`src/rtl/reg_seq_pkg.sv`:
```
// Shared types and defaults for the register-bank command sequencer.
package reg_seq_pkg;

    localparam int DW_DEF = 32;
    localparam int AW_DEF = 4;
    localparam int IW_DEF = 16;

    typedef enum logic [2:0] {
        OP_ADD  = 3'd0,
        OP_SUB  = 3'd1,
        OP_AND  = 3'd2,
        OP_OR   = 3'd3,
        OP_XOR  = 3'd4,
        OP_MOV  = 3'd5,
        OP_LDI  = 3'd6,
        OP_ADDI = 3'd7
    } op_e;

    typedef enum logic [1:0] {
        S_IDLE  = 2'd0,
        S_READ  = 2'd1,
        S_EXEC  = 2'd2,
        S_WRITE = 2'd3
    } state_e;

endpackage

```
`src/rtl/reg_seq_alu.sv`:
```
// Combinational ALU: result, carry/borrow and zero flag for one command.
module reg_seq_alu
    import reg_seq_pkg::*;
#(
    parameter int DW = DW_DEF
) (
    input  op_e           op_i,
    input  logic [DW-1:0] a_i,
    input  logic [DW-1:0] b_i,
    input  logic [DW-1:0] imm_i,
    output logic [DW-1:0] y_o,
    output logic          c_o,
    output logic          z_o
);

    logic [DW:0] sum;

    always_comb begin
        sum = '0;
        y_o = '0;
        c_o = 1'b0;
        case (op_i)
            OP_ADD: begin
                sum = {1'b0, a_i} + {1'b0, b_i};
                y_o = sum[DW-1:0];
                c_o = sum[DW];
            end
            OP_SUB: begin
                y_o = a_i - b_i;
                c_o = (a_i < b_i);
            end
            OP_AND:  y_o = a_i & b_i;
            OP_OR:   y_o = a_i | b_i;
            OP_XOR:  y_o = a_i ^ b_i;
            OP_MOV:  y_o = a_i;
            OP_LDI:  y_o = imm_i;
            OP_ADDI: begin
                sum = {1'b0, a_i} + {1'b0, imm_i};
                y_o = sum[DW-1:0];
                c_o = sum[DW];
            end
            default: y_o = '0;
        endcase
    end

    assign z_o = (y_o == '0);

endmodule

```
`src/rtl/reg_op_sequencer.sv`:
```
// Four-cycle read/exec/write sequencer driving the register bank ports.
module reg_op_sequencer
    import reg_seq_pkg::*;
#(
    parameter int DW = DW_DEF,
    parameter int AW = AW_DEF,
    parameter int IW = IW_DEF
) (
    input  logic          clk,
    input  logic          rst_n,
    input  logic          cmd_valid,
    output logic          cmd_ready,
    input  logic [2:0]    cmd_op,
    input  logic [AW-1:0] cmd_rd,
    input  logic [AW-1:0] cmd_rs1,
    input  logic [AW-1:0] cmd_rs2,
    input  logic [IW-1:0] cmd_imm,
    output logic [AW-1:0] ra1,
    input  logic [DW-1:0] rd1,
    output logic [AW-1:0] ra2,
    input  logic [DW-1:0] rd2,
    output logic          w_en,
    output logic [AW-1:0] wa,
    output logic [DW-1:0] wd,
    output logic          done,
    output logic [DW-1:0] result,
    output logic          flag_z,
    output logic          flag_c
);

    state_e        state_q, state_d;
    op_e           op_q;
    logic [AW-1:0] rd_q, ra1_q, ra2_q;
    logic [IW-1:0] imm_q;
    logic [DW-1:0] a_q, b_q, y_q, result_q;
    logic          c_q, z_q, flag_z_q, flag_c_q;
    logic [DW-1:0] imm_sext, alu_y;
    logic          alu_c, alu_z, accept;

    assign accept   = cmd_valid && cmd_ready;
    assign imm_sext = {{(DW-IW){imm_q[IW-1]}}, imm_q};

    always_ff @(posedge clk or negedge rst_n) begin
        if (!rst_n) state_q <= S_IDLE;
        else        state_q <= state_d;
    end

    always_comb begin
        state_d = state_q;
        case (state_q)
            S_IDLE:  if (accept) state_d = S_READ;
            S_READ:  state_d = S_EXEC;
            S_EXEC:  state_d = S_WRITE;
            S_WRITE: state_d = S_IDLE;
            default: state_d = S_IDLE;
        endcase
    end

    // The read addresses are the latched rs1/rs2 themselves, so they are
    // already stable on the bank ports for the whole READ cycle.
    always_ff @(posedge clk or negedge rst_n) begin
        if (!rst_n) begin
            op_q     <= OP_ADD;
            rd_q     <= '0;
            ra1_q    <= '0;
            ra2_q    <= '0;
            imm_q    <= '0;
            a_q      <= '0;
            b_q      <= '0;
            y_q      <= '0;
            c_q      <= 1'b0;
            z_q      <= 1'b0;
            result_q <= '0;
            flag_z_q <= 1'b0;
            flag_c_q <= 1'b0;
        end else begin
            if (accept) begin
                op_q  <= op_e'(cmd_op);
                rd_q  <= cmd_rd;
                ra1_q <= cmd_rs1;
                ra2_q <= cmd_rs2;
                imm_q <= cmd_imm;
            end
            if (state_q == S_READ) begin
                a_q <= rd1;
                b_q <= rd2;
            end
            if (state_q == S_EXEC) begin
                y_q <= alu_y;
                c_q <= alu_c;
                z_q <= alu_z;
            end
            if (state_q == S_WRITE) begin
                result_q <= y_q;
                flag_z_q <= z_q;
                flag_c_q <= c_q;
            end
        end
    end

    reg_seq_alu #(.DW(DW)) u_alu (
        .op_i  (op_q),
        .a_i   (a_q),
        .b_i   (b_q),
        .imm_i (imm_sext),
        .y_o   (alu_y),
        .c_o   (alu_c),
        .z_o   (alu_z)
    );

    // Strobes decode straight from state so an async reset kills them at once.
    assign cmd_ready = (state_q == S_IDLE);
    assign w_en      = (state_q == S_WRITE);
    assign done      = w_en;
    assign ra1       = ra1_q;
    assign ra2       = ra2_q;
    assign wa        = rd_q;
    assign wd        = y_q;
    assign result    = result_q;
    assign flag_z    = flag_z_q;
    assign flag_c    = flag_c_q;

endmodule

```
`config.mk`:
```
export PLATFORM = sky130hd
export DESIGN_NAME = reg_op_sequencer
export DESIGN_NICKNAME = d
export VERILOG_FILES = /design/src/rtl/reg_seq_pkg.sv /design/src/rtl/reg_seq_alu.sv /design/src/rtl/reg_op_sequencer.sv
export SDC_FILE = /design/constraint.sdc
export NUM_CORES = 1
export LEC_CHECK = 0
export ABC_CLOCK_PERIOD_IN_PS = 4730
export BUFFER_PORTS_ARGS = -buffer_cell sky130_fd_sc_hd__clkbuf_2
export CAP_MARGIN = 20
export CORE_ASPECT_RATIO = 0.9
export CORE_MARGIN = 2
export CORE_UTILIZATION = 60
export DETAILED_ROUTE_END_ITERATION = 12
export PLACE_DENSITY = 0.89
export SLEW_MARGIN = 20
export SYNTH_ARGS = -nofsm -noshare
export SYNTH_HDL_FRONTEND = slang
export SYNTH_SLANG_ARGS = --single-unit
```
`constraint.sdc`:
```
create_clock -name clk -period 4.73 [get_ports clk]
set_clock_uncertainty 0.2 [all_clocks]
set_input_delay 0 -clock clk [delete_from_list [all_inputs] [get_ports clk]]
set_output_delay 0 -clock clk [all_outputs]
set_load 0.05 [all_outputs]
```
==> run metrics <==
outcome complete, but fails checks; failing checks hold timing; CP endpoint kind register; dominant cells by area after synthesis dfrtp_1 (30%), ha_1 (12%), mux2_2 (6.1%); clk root buf clkbuf_16; clk_lat worst skew 0.46 ns; first-iteration detailed-routing DRC count 1,586; MaxCap Viol Count 0; Synth Warn # 0; Post-synth ARST share 100%; met3 Track Usage GR around 8.7%; Worst Path Required between 4 and 5 ns; synthesis-stage register bit count approximately 170; Crit Path Class register to register; leading area contributor after synthesis dfrtp_1; initial antenna violation count 2; Fmax achieved 215 MHz; number of enable flip-flop cells after synthesis 0; Longest Clk Path Bufs 2; worst hold slack -0.00400 ns; Startpoint Class register; most common cell after layout, fill and taps aside clkbuf_2; fin crit share 98.3%; via/cell ratio 6.54; register area share after synthesis 30.2%; CP Max Fanout 8; crit path DAT about 4.8 ns; CTS H-tree lvls 4; Worst-Margin Slew 0.921 ns; final hold violation count 1; Detailed Route WL between 50,000 and 60,000 um; CTS tree built; Crit. Startpoint imm_q[15]; # DRC 0; Final Max Tran Viols 0; Synth Flop Type dfrtp_1; total gr overflow 0; Syn-to-layout area delta 21.0%; HPWL Detailed 35,100 um; core area about 0.022 mm^2; routability congestion estimate 1.00; Syn Inst Count 1,599; GRT Overall Usage 41.5%; clock transition at the registers of the reported paths 0.09 ns; GR peak layer met2; reg2reg path depth 13; syn_area_per_cell between 8 and 9 um^2; Die Area 0.0240 mm^2; Die Wd 163 um; GR Util met2 67.5%; Final ANT Viol Nets 0; setup TNS 0 ns; Chip Height ~150 um; first-pass GRT wire length 77,700 um; met1 usage 52.3%; top cell type's share of synthesized area a little under a third; vias in the first global route 14,100; Period minus WS final 4.65 ns; total CTS buffers 17; Yosys cell types 86; Worst Hold Class input port to async pin; RR Startpoint imm_q[15]; clk sinks 165; IO Pins 179; setup violators final 0; drt wl/cell 23.3 um; Worst slew margin between 30% and 40%; # rows 52; Initial DRT Pass Iterations 6; DR vias between 10,000 and 15,000; layout net count roughly 2,100; effective utilization at floorplan about 61%; PortBufs 178; pin count of the biggest net entering global routing 92; Syn Nets 1,832; share of layout cells above drive strength 1 21.3%; commonest non-fill, non-tap cells in the layout clkbuf_2 (177), dfrtp_1 (163), a21oi_1 (162); Mapped Area about 0.014 mm^2; fill cell count 1,573; Setup Buffers After CTS 0
[worst max-delay path: stages, from the launching register on]
cell and delay (ns):
dfrtp_1 0.58, ha_1 0.52, nand2_1 0.14, o21ai_0 0.52, a41oi_1 0.18, a31oi_2 0.36, nand3_1 0.21, o21ai_0 0.32
buf_4 0.18, xor2_1 0.06, a221o_1 0.33, or4_1 0.56, nor4_2 0.23, a32o_1 0.19
[cells by family after synthesis]
logic type	Yosys count	synth area share (%)
buffers and inverters	210	7.34
AOI/OAI and AO/OA	524	24.2
DFF	165	30.2
adders and majority gates	135	12.5
and+or+nand+nor	410	14.0
xor gates and xnor gates	60	3.85
muxes	95	7.82
[timing repair]
action | 4_1_cts | 5_1_grt
pin swaps | 0 | 1
resized for setup | 2 | 21
hold endpoints to repair | 186 | 0
hold buffers | 97 | 0
endpoints found under the setup margin | 1 | 1
[area by class of cell]
class,instances,area (um^2),share of cell area [%]
Sequential cell,165,4130,25.0
Tap cell,297,372,2.25
Timing Repair Buffer,340,2360,14.2
Multi-Input combinational cell,1224,8640,52.3
Clock buffer,17,425,2.57
Antenna cell,3,7.51,0.0454
Inverter,109,409,2.47
Clock inverter,15,193,1.17
[path summary, 6_finish.rpt]
check | to | slack [ns]
max reg2reg | z_q | 0.08
max | z_q | 0.08
min reg2reg | flag_z | 0.31
max in group asynchronous | b_q[15] | 3.29
min in group clk | b_q[2] | 0.10
min | a_q[28] | -0.004
[metrics by stage]
step | std cells | setup slack [ns] | hold slack, ns | instance area (um^2) | utilization, %
finish | 2170 | 0.0821 | -0.00400 | 16500 | 73.7
CTS | 2167 | 0.0430 | 0.0517 | 16400 | 73.2
floorplan | 1599 | 0.476 | -0.496 | 13700 | -
global route | 2169 | -0.0295 | 0.0955 | 16500 | 73.7
global placement | 2038 | 0.0830 | -0.0945 | 14800 | 66.1
detailed placement | 2038 | 0.00557 | -0.0664 | 14800 | 66.1
[metal layers]
| layer | vias to the layer above | routed length [um] |
|---|---|---|
| li1 | 6289 | - |
| met1 | 6817 | 19700 |
| met2 | 889 | 23700 |
| met3 | 200 | 4400 |
| met4 | 0 | 2710 |
| met5 | - | 0 |
[synth_stat cells, drive strengths merged, types with 5 or more instances]
cell / count
nand2b: 9
o21a: 12
a221oi: 28
a31oi: 18
nor2: 128
clkinv: 6
o211ai: 15
inv: 103
a41oi: 5
xnor2: 46
and2: 5
o21bai: 11
o22ai: 16
nor4: 21
or2: 5
dfrtp: 165
clkbuf: 75
nand2: 136
a211oi: 17
a221o: 5
and3: 8
nand3: 24
a21o: 23
or4: 7
ha: 132
nand4: 19
o221ai: 8
a2111oi: 5
a21oi: 164
nor2b: 10
mux2i: 19
nor3: 20
or3: 6
o21ai: 136
a22oi: 6
xor2: 14
o31ai: 14
buf: 25
mux2: 74
[sequential cells by signal, indices dropped and copies added (netlist names)]
register	flops
ra2	4
a_q	32
wa	4
z_q	1
flag_c	1
ra1	4
op_q	3
state_q	2
b_q	32
wd	32
imm_q	16
flag_z	1
result	32
c_q	1
Power is left out: the tool's default activity adds up to more than one toggle a clock period on the data nets, which glitch-free logic cannot reach.
